==> src/rtl/bpu_pkg.sv <==
//==============================================================================
// Module      : bpu_pkg
// Description : Shared counter encodings, reset state and index/tag width
//               helpers for the branch prediction unit.
// Revision    : 1.0 - initial release
//==============================================================================
`default_nettype none

package bpu_pkg;

    typedef enum logic [1:0] {
        SNT = 2'b00,
        WNT = 2'b01,
        WT  = 2'b10,
        ST  = 2'b11
    } bht_state_e;

    localparam logic [1:0] c_INIT_STATE = WNT;

    function automatic int idx_width(input int entries);
        return $clog2(entries);
    endfunction

    // Word-aligned PCs: index starts at bit 2, tag takes everything above it.
    function automatic int tag_width(input int entries);
        return 32 - $clog2(entries) - 2;
    endfunction

    function automatic logic [1:0] bht_next(input logic [1:0] cur, input logic taken);
        logic [1:0] nxt;
        nxt = cur;
        if (taken) begin
            if (cur != ST) nxt = cur + 2'd1;
        end else begin
            if (cur != SNT) nxt = cur - 2'd1;
        end
        return nxt;
    endfunction

endpackage

`default_nettype wire

==> src/rtl/bpu_btb.sv <==
//==============================================================================
// Module      : bpu_btb
// Description : Direct-mapped branch target buffer with combinational lookup
//               and a single registered write port.
// Revision    : 1.0 - initial release
//==============================================================================
`default_nettype none

module bpu_btb
    import bpu_pkg::*;
#(
    parameter int ENTRIES = 16
) (
    input  logic        clk,
    input  logic        reset_n,
    input  logic [31:0] lookup_pc,
    input  logic        lookup_valid,
    output logic        hit,
    output logic [31:0] target,
    input  logic        wr_en,
    input  logic [31:0] wr_pc,
    input  logic [31:0] wr_target
);

    localparam int c_IDX_W = idx_width(ENTRIES);
    localparam int c_TAG_W = tag_width(ENTRIES);

    logic               r_valid  [ENTRIES];
    logic [c_TAG_W-1:0] r_tag    [ENTRIES];
    logic [31:0]        r_target [ENTRIES];

    logic [c_IDX_W-1:0] w_rd_idx;
    logic [c_IDX_W-1:0] w_wr_idx;
    logic [c_TAG_W-1:0] w_rd_tag;
    logic [c_TAG_W-1:0] w_wr_tag;
    logic [3:0]         w_unused_lsbs;

    assign w_rd_idx      = lookup_pc[c_IDX_W+1:2];
    assign w_rd_tag      = lookup_pc[31:c_IDX_W+2];
    assign w_wr_idx      = wr_pc[c_IDX_W+1:2];
    assign w_wr_tag      = wr_pc[31:c_IDX_W+2];
    assign w_unused_lsbs = {lookup_pc[1:0], wr_pc[1:0]};

    always_ff @(posedge clk or negedge reset_n) begin
        if (!reset_n) begin
            for (int i = 0; i < ENTRIES; i++) begin
                r_valid[i]  <= 1'b0;
                r_tag[i]    <= '0;
                r_target[i] <= '0;
            end
        end else if (wr_en) begin
            r_valid[w_wr_idx]  <= 1'b1;
            r_tag[w_wr_idx]    <= w_wr_tag;
            r_target[w_wr_idx] <= wr_target;
        end
    end

    // Reads see only registered state, so a same-cycle write is not bypassed.
    assign hit    = lookup_valid & r_valid[w_rd_idx] & (r_tag[w_rd_idx] == w_rd_tag);
    assign target = hit ? r_target[w_rd_idx] : 32'd0;

endmodule

`default_nettype wire

==> src/rtl/branch_predictor_unit.sv <==
//==============================================================================
// Module      : branch_predictor_unit
// Description : 2-bit BHT plus direct-mapped BTB predictor with saturating
//               branch/mispredict statistics counters.
// Revision    : 1.0 - initial release
//==============================================================================
`default_nettype none

module branch_predictor_unit
    import bpu_pkg::*;
#(
    parameter int         BHT_ENTRIES = 64,
    parameter int         BTB_ENTRIES = 16,
    parameter logic [1:0] INIT_STATE  = c_INIT_STATE
) (
    input  logic        clk,
    input  logic        reset_n,
    input  logic [31:0] IF_PC,
    input  logic        IF_valid,
    output logic        branch_prediction,
    output logic [31:0] predicted_target,
    output logic        btb_hit,
    input  logic        EX_branch_inst,
    input  logic        EX_branch_taken,
    input  logic        EX_branch_mispredict,
    input  logic [31:0] EX_MEM_PC,
    input  logic [31:0] EX_branch_target,
    output logic [31:0] bpu_branch_count,
    output logic [31:0] bpu_mispredict_count
);

    localparam int          c_BHT_IDX_W = idx_width(BHT_ENTRIES);
    localparam logic [31:0] c_CNT_MAX   = 32'hFFFF_FFFF;

    logic [1:0]             r_bht [BHT_ENTRIES];
    logic [31:0]            r_branch_count;
    logic [31:0]            r_mispredict_count;

    logic [c_BHT_IDX_W-1:0] w_rd_idx;
    logic [c_BHT_IDX_W-1:0] w_wr_idx;
    logic                   w_btb_hit;
    logic [31:0]            w_btb_target;

    assign w_rd_idx = IF_PC[c_BHT_IDX_W+1:2];
    assign w_wr_idx = EX_MEM_PC[c_BHT_IDX_W+1:2];

    bpu_btb #(
        .ENTRIES (BTB_ENTRIES)
    ) u_btb (
        .clk          (clk),
        .reset_n      (reset_n),
        .lookup_pc    (IF_PC),
        .lookup_valid (IF_valid),
        .hit          (w_btb_hit),
        .target       (w_btb_target),
        .wr_en        (EX_branch_inst & EX_branch_taken),
        .wr_pc        (EX_MEM_PC),
        .wr_target    (EX_branch_target)
    );

    always_ff @(posedge clk or negedge reset_n) begin
        if (!reset_n) begin
            for (int i = 0; i < BHT_ENTRIES; i++) begin
                r_bht[i] <= INIT_STATE;
            end
        end else if (EX_branch_inst) begin
            r_bht[w_wr_idx] <= bht_next(r_bht[w_wr_idx], EX_branch_taken);
        end
    end

    // Statistics stick at all-ones rather than wrapping back to zero.
    always_ff @(posedge clk or negedge reset_n) begin
        if (!reset_n) begin
            r_branch_count     <= '0;
            r_mispredict_count <= '0;
        end else if (EX_branch_inst) begin
            if (r_branch_count != c_CNT_MAX) begin
                r_branch_count <= r_branch_count + 32'd1;
            end
            if (EX_branch_mispredict && (r_mispredict_count != c_CNT_MAX)) begin
                r_mispredict_count <= r_mispredict_count + 32'd1;
            end
        end
    end

    assign btb_hit              = w_btb_hit;
    assign predicted_target     = w_btb_target;
    assign branch_prediction    = w_btb_hit & r_bht[w_rd_idx][1];
    assign bpu_branch_count     = r_branch_count;
    assign bpu_mispredict_count = r_mispredict_count;

endmodule

`default_nettype wire
==> config.mk <==
export PLATFORM = sky130hd
export DESIGN_NAME = branch_predictor_unit
export DESIGN_NICKNAME = d
export VERILOG_FILES = /design/src/rtl/bpu_pkg.sv /design/src/rtl/bpu_btb.sv /design/src/rtl/branch_predictor_unit.sv
export SDC_FILE = /design/constraint.sdc
export NUM_CORES = 2
export LEC_CHECK = 0
export CAP_MARGIN = 20
export CELL_PAD_IN_SITES_DETAIL_PLACEMENT = 1
export CELL_PAD_IN_SITES_GLOBAL_PLACEMENT = 1
export CORE_MARGIN = 2
export CORE_UTILIZATION = 50
export DETAILED_ROUTE_END_ITERATION = 16
export DONT_BUFFER_PORTS = 1
export GPL_TIMING_DRIVEN = 0
export PLACE_DENSITY_LB_ADDON = 0.12
export SETUP_SLACK_MARGIN = 0.3
export SYNTH_ARGS = -nofsm -noshare
export SYNTH_HDL_FRONTEND = slang
export SYNTH_HIERARCHICAL = 1
export SYNTH_SLANG_ARGS = --single-unit
==> constraint.sdc <==
create_clock -name clk -period 11.1 [get_ports clk]
set_clock_uncertainty 0.15 [all_clocks]
set_input_delay 3.33 -clock clk [delete_from_list [all_inputs] [get_ports clk]]
set_output_delay 3.33 -clock clk [all_outputs]
set_load 0.005 [all_outputs]
==> flow_summary.yaml <==
synth:
  async_flop_share_pct: 100
  synth_edf_count: 0
  synth-main-ff-cell: "dfrtp_1"
  yosysUniqueCellTypes: 67
  yosys_warnings: 6
  postSynthCellCount: 3525
  syn_avg_cell_area_um2: 15.1
  synth_seq_area_share_pct: 53.6
  synth_adder_area_share_pct: 0.0471
  synth_top_family_by_area: "multiplexers"
  ys_ff_latch: 1136
  synth.cell_area_mm2: 0.0531
  synth_compound_area_share_pct: 2.23
  yosys-mux-area-fraction_pct: 35.2
  syn-num-nets: 3629
  synthSimpleGateAreaFrac_pct: 4.53
  synthXorXnorAreaFrac_pct: 1.68
power_and_ir_drop:
  ir_drop_mv: 0.121
  p_per_area_mw_per_mm2: 191
  leakage_nw: 25.8
  power_mw: 11.3
cells_and_area:
  fin_nets: 3768
  area_growth_pct: 11.8
  layout-drive-gt1-share_pct: 45.7
  layout_commonest_cell: "dfrtp_1"
  final_area_mm2: 0.0594
  layout_common_cells: "dfrtp_1, mux2_2, mux4_2, clkbuf_1, nand2_1"
  ff_latch_area_mm2: 0.0285
  final_util_pct: 56.4
  multiInputGateArea_mm2: 0.0233
  diodes: 0
  fillers: 9806
  final-instance-count-excl-fill: 5154
placed_design:
  placed_cells: 4928
  place.gp.congestion: 0.870
  placed_area_mm2: 0.0551
  portBuffers: 0
  post-dp-hpwl_mm: 110
floorplan:
  die_area_mm2: 0.109
  start_util_pct: 50.4
  ios: 200
  placementRows: 119
  core_area_mm2: 0.105
  die_w_um: 330
  die-height_um: 330
setup_path:
  crit_family: "buffers and inverters"
  path_buf_inv: 5
  end_kind: "output port"
  worst-setup-path-type: "primary input to output port"
  worstPathRequired_ns: 7.62
  crit_fanout: 10
  crit_chain: "buf_2, buf_2, buf_2, mux2i_1, mux2i_1, xnor2_1, nand4_1, or4_1, buf_2, buf_6, nor4b_2"
  critPathMaxStageDelay_ns: 0.66
  cp-start-kind: "primary input"
  crit_top_cell: "buf_2"
  critPathArrivalTime_ns: 7.39
  cp_slowest_cell: "nor4b_2"
clocking:
  ctsRootBufferMaster: "clkbuf_16"
  clk_latency_ns: 0.72
  post_cts_buffers: 0
  cts_buffer_depth: 3
  cts_buffers: 120
  htree_num_levels: 3
  cts_num_sinks: 1136
  path_clk_slew_ns: 0.06
  cts_tree: "yes"
flow_run:
  drv_cap: 0
global_routing:
  grt_pass1_vias: 36191
  grt-ovfl-total: 0
  grt_antenna_before_repair: 0
  grt_max_degree: 1137
  grt_usage_pct: 30.1
  grt_pass1_wl_mm: 241
route:
  drc: 7
  vias: 32478
  routed_wl_mm: 162
  drtAntennaViolNets: 0
  drt_iter0_markers: 2558
  viasPerCell: 6.30
  wl_per_cell_um: 31.4
  dr.pass1.iters: 11
sta:
  finalCritPeriodShare_pct: 97.9
  worst_pin_slew_ns: 4.59
  max_freq_mhz: 92.0
  final.setup.tns_ns: 0
  setup_violations: 0
  slew_viol_final: 1070
  rsz0062_at_grt: "true"
  slew_headroom_pct: -206
  finalCriticalPeriod_ns: 10.87
  hold_viol: 0
min_path:
  hp-class: "flop to flop"
run_status:
  violations: "design-rule violations, max-slew violations"
  status: "complete, but fails checks"
## path summary, 6_finish.rpt
path | start | slack (ns) | end | cells past startpoint
max in group asynchronous | reset_n | 5.05 | u_btb/r_tag[387] | 0
min | u_btb/r_valid[2] | 0.32 | u_btb/r_valid[2] | 1
min in group asynchronous | reset_n | 2.20 | u_btb/r_target[55] | 0
max | IF_PC[5] | 0.23 | predicted_target[30] | 11
min reg2reg | u_btb/r_valid[2] | 0.32 | u_btb/r_valid[2] | 1
max reg2reg | r_bht[63] | 7.91 | r_bht[52] | 7
## through the flow
stage	hold WS [ns]	setup WS, ns
floorplan	0.279	1.77
global placement	0.294	-0.514
detailed placement	0.303	-0.249
CTS	0.319	0.211
global route	0.340	0.147
finish	0.319	0.232
## worst register-to-register path: cells and delay by family, from the launching register on
family | cells | cell delay [ns]
buf+inv | 1 | 0.67
compound gates | 2 | 0.52
flops | 1 | 0.40
mux | 1 | 0.49
simple gates | 3 | 0.83
## report_power, final
group / total (mW) / internal [mW] / switching, mW
sequential: 5.35 / 4.92 / 0.435
combinational: 1.70 / 1.02 / 0.680
clock: 4.29 / 2.61 / 1.68
total: 11.3 / 8.55 / 2.80
## synth_stat cells (19+ instances only)
| master | instances | area, um^2 |
|---|---|---|
| xnor2_1 | 69 | 604 |
| clkbuf_1 | 151 | 567 |
| nor2_1 | 71 | 267 |
| o21ai_0 | 29 | 145 |
| nand3_1 | 37 | 185 |
| mux2_2 | 1012 | 11400 |
| dfstp_2 | 64 | 1680 |
| nand2_1 | 148 | 556 |
| buf_4 | 19 | 143 |
| buf_1 | 55 | 206 |
| xor2_1 | 33 | 289 |
| dfrtp_1 | 1072 | 26800 |
| mux2i_1 | 83 | 831 |
| buf_2 | 54 | 270 |
| nor4b_2 | 29 | 435 |
| nand4_1 | 25 | 156 |
| mux4_2 | 288 | 6490 |
| o31ai_1 | 44 | 330 |
## area by class of cell
| type | count | share of cell area [%] |
|---|---|---|
| Tap cell | 1391 | 2.93 |
| Clock inverter | 39 | 1.09 |
| Clock buffer | 182 | 6.04 |
| Sequential cell | 1136 | 48.0 |
| Multi-Input combinational cell | 2082 | 39.1 |
| Timing Repair Buffer | 17 | 0.408 |
| Inverter | 12 | 0.0758 |
| Buffer | 295 | 2.35 |
## timing repair
action	CTS	global route
hold endpoints to repair	0	0
setup endpoints to repair	33	4
gates resized for setup	14	1
hold buffers	0	0
## state kept, by name, indices dropped and copies added (netlist names)
register and cells:
u_btb/r_valid 16, bpu_branch_count 32, u_btb/r_target 512, r_bht 128
bpu_mispredict_count 32, u_btb/r_tag 416
## logic make-up (layout without fill, tap and decap cells)
| kind of cell | count (synthesis) | after routing |
|---|---|---|
| compound gates | 165 | 165 |
| xor+xnor | 102 | 102 |
| fa+ha+maj | 2 | 2 |
| buf+inv | 307 | 545 |
| flops | 1136 | 1136 |
| mux | 1383 | 1383 |
| simple gates | 430 | 430 |
## per-layer routing
metal	global-route usage [%]	share of wire [%]	vias to the layer above
met5	0	0	-
met3	5.48	5.9	298
met4	10.7	3.4	0
met1	40.4	42	17878
met2	49.5	49	963
li1	-	-	13339
Power figures use the tool's default switching activity.
